==> src/rtl/acia_host_seq.sv <==
// acia_host_seq: polled bus master for a 6850-style ACIA.
// It runs a master reset, writes the control word, and then polls status forever.
// Received bytes go out on a valid/ready port. Transmit bytes come from two
// requesters that share the ACIA through round-robin arbitration.
module acia_host_seq #(
  parameter logic [7:0] CTRL_WORD = 8'h00
) (
  input  logic       clk,
  input  logic       rst_n,
  output logic       acia_cs,
  output logic       acia_we,
  output logic       acia_rs,
  output logic [7:0] acia_din,
  input  logic [7:0] acia_dout,
  input  logic [7:0] tx0_data,
  input  logic       tx0_valid,
  output logic       tx0_ready,
  input  logic [7:0] tx1_data,
  input  logic       tx1_valid,
  output logic       tx1_ready,
  output logic [7:0] rx_data,
  output logic       rx_valid,
  input  logic       rx_ready,
  output logic [7:0] err_cnt,
  output logic       init_done
);

  typedef enum logic [2:0] {
    S_RST, S_INIT0, S_INIT1, S_POLL, S_STAT, S_RXRD, S_RXCAP, S_TXWR
  } state_t;

  state_t     state_reg, state_next;
  logic [7:0] stat_q;
  logic [7:0] tx_hold;
  logic       last_grant;   // 1 = requester 1 was granted last
  logic       grant;
  logic       grant_sel;    // requester chosen in this STAT cycle

  // State register; reset forces RST at once, so cs drops without a clock edge
  always_ff @(posedge clk or negedge rst_n) begin
    if (!rst_n) state_reg <= S_RST;
    else        state_reg <= state_next;
  end

  // Next state, bus decode and the STAT-cycle receive/transmit decision
  always_comb begin
    state_next = state_reg;
    acia_cs    = 1'b0;
    acia_we    = 1'b0;
    acia_rs    = 1'b0;
    acia_din   = 8'h00;
    tx0_ready  = 1'b0;
    tx1_ready  = 1'b0;
    grant      = 1'b0;
    grant_sel  = 1'b0;
    case (state_reg)
      S_RST:   state_next = S_INIT0;
      S_INIT0: begin
        acia_cs    = 1'b1;
        acia_we    = 1'b1;
        acia_din   = 8'h03;
        state_next = S_INIT1;
      end
      S_INIT1: begin
        acia_cs    = 1'b1;
        acia_we    = 1'b1;
        acia_din   = CTRL_WORD;
        state_next = S_POLL;
      end
      S_POLL: begin
        acia_cs    = 1'b1;
        state_next = S_STAT;
      end
      S_STAT: begin
        // acia_dout holds the status read during POLL; receive wins over transmit
        if (acia_dout[0] && !rx_valid) begin
          state_next = S_RXRD;
        end else if (acia_dout[1] && (tx0_valid || tx1_valid)) begin
          grant      = 1'b1;
          grant_sel  = (tx0_valid && tx1_valid) ? ~last_grant : tx1_valid;
          tx0_ready  = ~grant_sel;
          tx1_ready  = grant_sel;
          state_next = S_TXWR;
        end else begin
          state_next = S_POLL;
        end
      end
      S_RXRD: begin
        acia_cs    = 1'b1;
        acia_rs    = 1'b1;
        state_next = S_RXCAP;
      end
      S_RXCAP: state_next = S_POLL;
      S_TXWR: begin
        acia_cs    = 1'b1;
        acia_we    = 1'b1;
        acia_rs    = 1'b1;
        acia_din   = tx_hold;
        state_next = S_POLL;
      end
      default: state_next = S_RST;
    endcase
  end

  // Datapath: status latch, transmit hold, arbitration history, receive port, error count
  always_ff @(posedge clk or negedge rst_n) begin
    if (!rst_n) begin
      stat_q     <= 8'h00;
      tx_hold    <= 8'h00;
      last_grant <= 1'b1;
      rx_data    <= 8'h00;
      rx_valid   <= 1'b0;
      err_cnt    <= 8'h00;
      init_done  <= 1'b0;
    end else begin
      if (state_reg == S_INIT1) init_done <= 1'b1;
      if (state_reg == S_STAT)  stat_q <= acia_dout;
      if (grant) begin
        tx_hold    <= grant_sel ? tx1_data : tx0_data;
        last_grant <= grant_sel;
      end
      if (state_reg == S_RXCAP) begin
        // A new byte takes precedence over a handshake in the same cycle
        rx_data  <= acia_dout;
        rx_valid <= 1'b1;
        if (stat_q[4] && (err_cnt != 8'hFF)) err_cnt <= err_cnt + 8'd1;
      end else if (rx_valid && rx_ready) begin
        rx_valid <= 1'b0;
      end
    end
  end

endmodule

==> config.mk <==
export PLATFORM = sky130hd
export DESIGN_NAME = acia_host_seq
export DESIGN_NICKNAME = d
export VERILOG_FILES = /design/src/rtl/acia_host_seq.sv
export SDC_FILE = /design/constraint.sdc
export NUM_CORES = 1
export LEC_CHECK = 0
export BUFFER_PORTS_ARGS = -buffer_cell sky130_fd_sc_hd__buf_2
export CORE_ASPECT_RATIO = 0.6
export CORE_UTILIZATION = 48
export DETAILED_ROUTE_END_ITERATION = 10
export GPL_ROUTABILITY_DRIVEN = 0
export GPL_TIMING_DRIVEN = 0
export PLACE_DENSITY = 0.85
export SLEW_MARGIN = 20
export SYNTH_ARGS = -nofsm -noshare
export SYNTH_HDL_FRONTEND = slang
export SYNTH_SLANG_ARGS = --single-unit
==> constraint.sdc <==
create_clock -name clk -period 2.2 [get_ports clk]
set_input_delay 0.11 -clock clk [delete_from_list [all_inputs] [get_ports clk]]
set_output_delay 0.11 -clock clk [all_outputs]
set_load 0.01 [all_outputs]
==> results of run 1 <==
per-stage QoR:
stage | power [W] | std cells | utilization, % | worst slack (ns)
finish | 0.002410 | 268 | 67.38 | 0.3745
global route | 0.002592 | 268 | 67.38 | 0.2794
CTS | 0.002415 | 268 | 67.38 | 0.3613
detailed placement | 0.001985 | 259 | 64.25 | 0.4640
global placement | 0.001943 | 259 | 64.25 | 0.4998
floorplan | 0.001632 | 158 | - | 0.5234
placed cells by master, fill, tap and decap left out, drive strengths merged, types with 4 or more instances in the layout:
cell type  count
nand3         11
inv            4
dfrtp         30
mux2i          8
clkbuf         6
nand2         29
nor2          10
buf           65
o21a           4
a31oi          4
and2           8
a21oi         10
final cells by class:
type / instances / area, um2
flip-flops and latches: 31 / 777.0
clock inverters: 3 / 15.01
repair buffers: 60 / 305.3
multi-input cells: 116 / 729.5
inverters: 4 / 20.02
fillers: 272 / 979.7
well taps: 42 / 52.55
plain buffers: 7 / 55.05
clock buffers: 5 / 68.82
logic make-up after synthesis:
family / Yosys count / synth area share (%)
AOI/OAI and AO/OA: 29 / 11.55
xor gates and xnor gates: 2 / 1.108
adders and majority gates: 1 / 0.7910
buffers and inverters: 11 / 4.747
DFF: 31 / 49.13
muxes: 11 / 7.437
and+or+nand+nor: 73 / 25.24
path summary, 6_finish.rpt:
path                                              from                endpoint  slack, ns  depth (start not counted)
worst max-delay path            state_reg[0]$_DFF_PN0_               tx0_ready       0.37                          6
worst min-delay path                      acia_dout[2]  rx_data[2]$_DFFE_PN0P_       0.02                          3
worst max register to register  err_cnt[0]$_DFFE_PN0P_  err_cnt[1]$_DFFE_PN0P_       0.45                          5
worst min register to register   init_done$_DFFE_PN0N_   init_done$_DFFE_PN0N_       0.47                          2
max in group asynchronous                        rst_n  tx_hold[5]$_DFFE_PN0P_       1.36                          2
min in group asynchronous                        rst_n  err_cnt[0]$_DFFE_PN0P_       0.40                          2
layer usage:
metal  global-route usage [%]  vias to the layer above  share of wire [%]
li1                         -                      677                  -
met1                    29.23                      624                 53
met5                        0                        -                  0
met2                    31.09                       41                 41
met4                    9.231                        0                1.2
met3                    5.941                        6                5.0
power by group:
part           switching [W]  leakage [nW]  internal, W
Sequential          0.000148         0.381     0.000802
Clock               0.000214        0.0477     0.000216
Combinational       0.000574         0.617     0.000457
Total               0.000935          1.05      0.00148
tightest hold or removal path: cells and delay by family:
| family | cells | cell delay [ns] |
|---|---|---|
| AND/OR/NAND/NOR | 2 | 0.09 |
| buffers and inverters | 1 | 0.07 |
==> results by group, run 1 <==
Synth
  • Seq/Total Area, Yosys: 49.13%
  • Count leader, synth: dfrtp_1
  • Post-Syn Instances: 158
  • EDFF count, synth: 0
  • Post-Syn Area: 1582 um2
  • Ys Warns: 0
  • Synth area leader: dfrtp_1
  • Post-synthesis async set-or-reset flop share: 100.0%
  • Most frequent cells after synthesis: dfrtp_1 (30), nand2_1 (29), a21oi_1 (10), nand3_1 (10), nor2_1 (10)
  • Synth unique cells: 40
  • Synth Register Bits: 31
  • Syn_nets: 188
  • Avg Cell Area, Syn: 10.01 um2
  • Synth area leaders: dfrtp_1 (47%), nand2_1 (6.9%), mux2i_1 (5.1%)
  • Main synth FF type: dfrtp_1
  • Synth top area share: 47.47%

STA
  • RSZ-0062 raised after global routing: false
  • Normalized max-slew margin: 54.45%
  • Hold slack final: 0.01754 ns
  • Min Tclk post-route: 1.826 ns
  • TNS Setup: 0 ns
  • Crit share post-route: 82.98%
  • Final Hold Fails: 0
  • Final Max Tran Viols: 0
  • Final setup vio count: 0
  • Slew @ Worst Pin: 0.6833 ns
  • Clock skew: 0.003674 ns
  • F_max: 547.8 MHz

Final layout
  • Post-route cell area: 2023 um2
  • Share of cells above drive strength 1: 37.61%
  • Largest regs: err_cnt x8, rx_data x8, tx_hold x8
  • Synthesis-to-finish area growth: 27.93%
  • Number of diodes: 0
  • Fin nets: 255

Setup path
  • Crit. End Element: primary output
  • CP required: 2.09 ns
  • WP data arrival: 1.72 ns
  • Crit Path Max Fanout: 10
  • Buf+Inv Stages, Crit Path: 3
  • Delay-heaviest family, CP: simple AND/OR/NAND/NOR gates
  • Crit-path max cell delay: 0.37 ns
  • Worst path slowest cell: dfrtp_1
  • WS Path Type: reg -> out
  • CP startpoint kind: flop
  • CP cell instances: buf_6, nor3b_1, and3_1, buf_4, nor2b_1, buf_2

Power
  • Peak VDD IR: 0.7239 mV
  • Leakage dissipation: 1.046 nW
  • PD cells: 1191 nW/um2

Floorplanning
  • Core area: 3003 um2
  • # rows: 15
  • Initial Util: 52.67%
  • Die span in y: 46.46 um
  • IO Pins: 60
  • Die width: 76.11 um
  • Die ar.: 3536 um2

CTS
  • TritonCTS clock tree: done
  • Resized Gates After CTS: 0
  • CTS Buf Count: 5
  • CTS root buffer: clkbuf_8
  • H-tree levels: 2
  • Setup bufs post-CTS: 0
  • Clk pin slew, worst setup/hold paths: 0.07 ns
  • Clock sinks: 31
  • Hold buffers post-CTS: 1
  • Clk Latency, worst-skew pair: 0.28 ns
  • CTS Buffer Depth: 2

Route
  • Routed Antenna Nets: 0
  • DRT iter0 DRCs: 61
  • Via/cell ratio: 5.030
  • Via count: 1348
  • Detailed-route DRC error count: 0
  • 1st-pass router iterations: 4
  • WL/cell: 12.62 um
  • Routed wire length: 3383 um

Placement
  • Port Buffer Count: 59
  • Post-DP Area: 1929 um2
  • DP HPWL: 2506 um

Global route
  • GRT overflow: 0
  • Largest net degree at the start of global routing: 32
  • First-pass GRT wire length: 5464 um
  • Vias in the first global route: 1204
  • Gr usage total: 21.01%
  • Initial antenna violation count: 0

Flow run
  • Max_cap viols: 0

Worst hold path
  • Worst min path class: in -> reg

Run status
  • Status: finished clean
Power figures use the tool's default switching activity.
==> run 2: changes to the inputs <==
==> constraint.sdc (replaced) <==
create_clock -name clk -period 1.8 [get_ports clk]
set_input_delay 0.09 -clock clk [delete_from_list [all_inputs] [get_ports clk]]
set_output_delay 0.09 -clock clk [all_outputs]
set_load 0.01 [all_outputs]
==> run 2 against run 1 <==
Global-route usage rose by 0.091 points. Sequential share of layout area is 0.52 points lower. Worst hold slack got worse by 0.013 ns. Non-clock buffer count grew 2. Cell count increased by 0.75%. Final area rose by 1.4%. Critical path depth shrank 1. Core utilization rose by 0.92 points. Routed wire length is 0.56% higher. Setup slack worse by 0.29 ns. Clock power rose by 22%. Highest routed layer unchanged.
==> results by group, run 2 (synthesis gave the netlist of run 1 again) <==
Setup path
  • WS Path Type: reg -> reg
  • CP required: 1.97 ns
  • Crit. End Element: flop
  • Critical R2R Capture: err_cnt[1]$_DFFE_PN0P_
  • Worst Reg-to-Reg Cells: 5
  • Delay-heaviest family, CP: simple AND/OR/NAND/NOR gates
  • R2R Setup Slk: 0.08 ns
  • Worst path slowest cell: or3_1
  • CP startpoint kind: flop
  • Crit Path Max Fanout: 5
  • WP data arrival: 1.89 ns
  • Crit-path max cell delay: 0.43 ns
  • CP cell instances: ha_2, nand2_1, or3_1, nand3_4, mux2_4
  • Buf+Inv Stages, Crit Path: 0
  • R2r startpoint: err_cnt[0]$_DFFE_PN0P_

Route
  • Met2 wire len: 1414 um
  • Routed Antenna Nets: 0
  • WL/cell: 12.60 um
  • M1 WL: 1767 um
  • Highest routed layer: met4
  • Met3 WL: 172 um
  • Via count: 1372
  • Routed wire length: 3402 um
  • 1st-pass router iterations: 4
  • Detailed-route DRC error count: 0
  • Via/cell ratio: 5.081
  • DRT iter0 DRCs: 64

Floorplanning
  • Die ar.: 3536 um2
  • IO Pins: 60
  • Core area: 3003 um2
  • Initial Util: 52.67%
  • # rows: 15
  • Die span in y: 46.46 um
  • Die width: 76.11 um

Power
  • PD cells: 1445 nW/um2
  • Combinational power share: 42.9%
  • Sw power: 0.001152 W
  • Sequential share of power: 39.3%
  • Clock share of power: 17.7%
  • Sw frac: 38.87%
  • Leakage dissipation: 1.054 nW
  • Peak VDD IR: 0.8955 mV
  • Pint: 0.001811 W

Global route
  • GRT overflow: 0
  • Largest net degree at the start of global routing: 32
  • Vias in the first global route: 1210
  • First-pass GRT wire length: 5499 um
  • Gr usage total: 21.11%
  • Initial antenna violation count: 0

Placement
  • DP HPWL: 2506 um
  • Placed cell count: 259
  • Port Buffer Count: 59

STA
  • F_max: 582.9 MHz
  • Normalized max-slew margin: 54.86%
  • Slew @ Worst Pin: 0.6771 ns
  • RSZ-0062 raised after global routing: false
  • TNS Setup: 0 ns
  • Final Max Tran Viols: 0
  • Clock skew: 0.003777 ns
  • Final Hold Fails: 0
  • Crit share post-route: 95.32%
  • Final setup vio count: 0
  • Min Tclk post-route: 1.716 ns

Final layout
  • Share of cells above drive strength 1: 38.16%
  • Commonest non-fill, non-tap cell in the layout: buf_2
  • Fin nets: 257
  • Post-Layout Cell Count: 270
  • Number of diodes: 0
  • Most frequent cells in the layout: buf_2 (61), dfrtp_1 (30), nand2_1 (29)
  • Largest regs: err_cnt x8, rx_data x8, tx_hold x8
  • Synthesis-to-finish area growth: 29.67%

CTS
  • TritonCTS clock tree: done
  • CTS Buf Count: 5
  • CTS root buffer: clkbuf_8
  • Clk pin slew, worst setup/hold paths: 0.07 ns
  • Clk Latency, worst-skew pair: 0.28 ns
  • CTS Buffer Depth: 2
  • H-tree levels: 2
  • Clock sinks: 31

Worst hold path
  • Worst min path class: in -> reg
  • Worst hold endpoint: rx_data[5]$_DFFE_PN0P_
  • Hold path start: acia_dout[5]
  • Hold path cells: 3

Run status
  • Status: finished clean

Flow run
  • Max_cap viols: 0
-- run 2: cell types whose count changed in the layout (fill, tap and decap cells not counted), sizes merged --
cell / change
dlygate4sd3: +2
-- run 2: worst max-delay path by stage --
stage	startpoint	slack [ns]	cells past startpoint	to
after floorplan	err_cnt[0]$_DFFE_PN0P_	0.12	5	err_cnt[1]$_DFFE_PN0P_
after global placement	err_cnt[0]$_DFFE_PN0P_	0.1	5	err_cnt[1]$_DFFE_PN0P_
after detailed placement	err_cnt[0]$_DFFE_PN0P_	0.06	5	err_cnt[1]$_DFFE_PN0P_
after CTS	err_cnt[0]$_DFFE_PN0P_	0.05	5	err_cnt[1]$_DFFE_PN0P_
after global routing	err_cnt[0]$_DFFE_PN0P_	0.02	5	err_cnt[1]$_DFFE_PN0P_
final	err_cnt[0]$_DFFE_PN0P_	0.08	5	err_cnt[1]$_DFFE_PN0P_
-- run 2: through the flow --
step / utilization [%] / setup slack (ns) / total power (W) / hold slack [ns] / instance area (um2)
2_1_floorplan: - / 0.1234 / 0.001995 / -0.2056 / 1582
5_1_grt: 68.29 / 0.01829 / 0.003183 / 0.02785 / 2051
3_5_place_dp: 64.25 / 0.06398 / 0.002426 / 0.1623 / 1929
3_3_place_gp: 64.25 / 0.09975 / 0.002375 / 0.1622 / 1929
4_1_cts: 68.21 / 0.04997 / 0.002961 / 0.002696 / 2048
6_report: 68.29 / 0.08429 / 0.002963 / 0.004191 / 2051
-- run 2: layout make-up --
class / instances / area [um2]
Fill cell: 268 / 952.2
Multi-Input combinational cell: 116 / 737.0
Clock inverter: 3 / 15.01
Inverter: 4 / 20.02
Buffer: 7 / 55.05
Timing Repair Buffer: 62 / 325.3
Tap cell: 42 / 52.55
Sequential cell: 31 / 777.0
Clock buffer: 5 / 68.82
-- run 2: worst reg2reg max path: cells and delay by family (launching register included) --
family                   cells  cell delay, ns
adder cells (fa/ha/maj)      1            0.25
flip-flops                   1            0.42
AND/OR/NAND/NOR              3            0.64
multiplexers                 1            0.29
-- run 2: power groups by stage --
stage	Sequential, W	Combinational [W]	Clock [W]
6_report	0.00117	0.00127	0.000525
5_1_grt	0.00120	0.00141	0.000565
4_1_cts	0.00116	0.00127	0.000530
3_5_place_dp	0.00117	0.00126	0
3_3_place_gp	0.00115	0.00122	0
2_1_floorplan	0.00120	0.000795	0
-- run 2: repair_timing --
item | in CTS | in global routing
resized for setup | 1 | 1
endpoints found under the setup margin | 2 | 1
buffers inserted | 0 | 0
hold buffers | 3 | 0
endpoints found under the hold margin | 32 | 0
-- run 2: layer usage --
layer | up-vias | track usage (%)
li1 | 682 | -
met5 | - | 0
met2 | 41 | 31.45
met4 | 0 | 9.231
met1 | 641 | 29.23
met3 | 8 | 5.941
==> run 3: changes to the inputs <==
--- a/config.mk
+++ b/config.mk
@@ -11,6 +11,7 @@
 export DETAILED_ROUTE_END_ITERATION = 10
 export GPL_ROUTABILITY_DRIVEN = 0
 export GPL_TIMING_DRIVEN = 0
+export HOLD_SLACK_MARGIN = 0.08
 export PLACE_DENSITY = 0.85
 export SLEW_MARGIN = 20
 export SYNTH_ARGS = -nofsm -noshare
==> constraint.sdc (replaced) <==
create_clock -name clk -period 1.9 [get_ports clk]
set_input_delay 0.095 -clock clk [delete_from_list [all_inputs] [get_ports clk]]
set_output_delay 0.095 -clock clk [all_outputs]
set_load 0.01 [all_outputs]
==> run 3 against run 2 <==
Critical endpoint unchanged. Clock power is 5.3% lower. Die area stayed put. Non-clock buffer count is 7 higher. Highest routed layer unchanged. Register-to-register slack better by 0.07 ns. Total power is 4.9% lower.
==> results by group, run 3 (synthesis gave the netlist of run 1 again) <==
Run status
  • Status: finished clean

Final layout
  • Commonest non-fill, non-tap cell in the layout: buf_2
  • Most frequent cells in the layout: buf_2 (61), dfrtp_1 (30), nand2_1 (29)
  • Share of cells above drive strength 1: 36.60%
  • Synthesis-to-finish area growth: 33.94%
  • Largest regs: err_cnt x8, rx_data x8, tx_hold x8
  • Fin nets: 264
  • Number of diodes: 0

Floorplanning
  • Die ar.: 3536 um2
  • Die width: 76.11 um
  • Die span in y: 46.46 um
  • IO Pins: 60
  • # rows: 15
  • Core area: 3003 um2
  • Initial Util: 52.67%

Global route
  • Largest net degree at the start of global routing: 32
  • GRT overflow: 0
  • Vias in the first global route: 1265
  • Initial antenna violation count: 0
  • First-pass GRT wire length: 5775 um
  • Gr usage total: 22.29%

Setup path
  • Worst Reg-to-Reg Cells: 5
  • WS Path Type: reg -> reg
  • Worst path slowest cell: or3_1
  • Crit. End Element: flop
  • Delay-heaviest family, CP: simple AND/OR/NAND/NOR gates
  • CP startpoint kind: flop
  • R2R Setup Slk: 0.15 ns
  • WP data arrival: 1.92 ns
  • Crit Path Max Fanout: 5
  • Crit-path max cell delay: 0.43 ns
  • CP endpoint: err_cnt[1]$_DFFE_PN0P_
  • CP cell instances: ha_1, nand2_1, or3_1, nand3_4, mux2_4
  • Critical R2R Capture: err_cnt[1]$_DFFE_PN0P_
  • CP required: 2.07 ns
  • Crit path launch: err_cnt[0]$_DFFE_PN0P_
  • WP depth: 5
  • R2r startpoint: err_cnt[0]$_DFFE_PN0P_
  • Buf+Inv Stages, Crit Path: 0

Route
  • DRT iter0 DRCs: 67
  • Via count: 1407
  • 1st-pass router iterations: 4
  • Routed wire length: 3556 um
  • Routed Antenna Nets: 0
  • Detailed-route DRC error count: 0
  • WL/cell: 12.84 um
  • Via/cell ratio: 5.079

Worst hold path
  • Worst min path class: in -> reg

CTS
  • CTS Buffer Depth: 2
  • TritonCTS clock tree: done
  • CTS root buffer: clkbuf_8
  • Clk Latency, worst-skew pair: 0.28 ns
  • Clk pin slew, worst setup/hold paths: 0.06 ns
  • H-tree levels: 2
  • Clock sinks: 31
  • CTS Buf Count: 5

Power
  • PD cells: 1331 nW/um2
  • Leakage dissipation: 1.085 nW
  • Peak VDD IR: 0.8414 mV

Flow run
  • Max_cap viols: 0

STA
  • TNS Setup: 0 ns
  • Clock skew: 0.002846 ns
  • Min Tclk post-route: 1.749 ns
  • Hold slack final: 0.1095 ns
  • Crit share post-route: 92.04%
  • RSZ-0062 raised after global routing: false
  • Normalized max-slew margin: 54.67%
  • Final setup vio count: 0
  • Final worst slack: 0.1513 ns
  • Final Hold Fails: 0
  • Slew @ Worst Pin: 0.6799 ns
  • Final Max Tran Viols: 0
  • F_max: 571.9 MHz

Placement
  • DP HPWL: 2506 um
  • Setup slack at placement: 0.1640 ns
  • Port Buffer Count: 59
## run 3: cell count changes in the layout (fill, tap and decap cells not counted), sizes merged
cell         previous run  this run
dlygate4sd3             3        10
## run 3: repair_timing
action,CTS,global route
setup buffers,0,0
hold buffers,10,0
hold endpoints to repair,40,0
endpoints found under the setup margin,0,1
resized for setup,0,1
## run 3: power breakdown
group	total, W	internal (W)	switching (W)
sequential	0.00111	0.000929	0.000176
clock	0.000497	0.000250	0.000247
combinational	0.00122	0.000543	0.000674
## run 3: worst min path at each step
stage	from	endpoint	cells past startpoint	slack (ns)
finish	tx0_data[4]	tx_hold[4]$_DFFE_PN0P_	3	0.11
global route	tx0_data[1]	tx_hold[1]$_DFFE_PN0P_	3	0.13
CTS	tx0_data[1]	tx_hold[1]$_DFFE_PN0P_	3	0.11
detailed placement	rst_n	err_cnt[1]$_DFFE_PN0P_	1	0.17
global placement	rst_n	err_cnt[0]$_DFFE_PN0P_	1	0.17
floorplan	rst_n	err_cnt[0]$_DFFE_PN0P_	0	-0.20
## run 3: final cells by class
type | count | area, um2
Timing Repair Buffer | 69 | 395.4
Clock buffer | 5 | 68.82
Multi-Input combinational cell | 116 | 734.5
Tap cell | 42 | 52.55
Buffer | 7 | 55.05
Fill cell | 260 | 884.6
Clock inverter | 3 | 15.01
Inverter | 4 | 20.02
Sequential cell | 31 | 777.0
## run 3: metrics by stage
step	total power (W)	area (um2)	cells	utilization (%)
final	0.002819	2118	277	70.54
after global routing	0.003030	2118	277	70.54
after CTS	0.002810	2113	277	70.38
after detailed placement	0.002298	1929	259	64.25
after global placement	0.002250	1929	259	64.25
after floorplan	0.001890	1582	158	-
## run 3: layer usage
| metal | wire length [um] | vias to the layer above | global-route usage (%) |
|---|---|---|---|
| met5 | 0 | - | 0 |
| met4 | 106 | 0 | 12.31 |
| met3 | 195 | 12 | 5.941 |
| met2 | 1476 | 50 | 33.64 |
| met1 | 1779 | 647 | 29.98 |
| li1 | - | 698 | - |
## run 3: worst reg2reg max path: cells and delay by family, from the launching register on
family / cells / cell delay [ns]
flops: 1 / 0.41
simple gates: 3 / 0.65
fa+ha+maj: 1 / 0.27
mux: 1 / 0.29
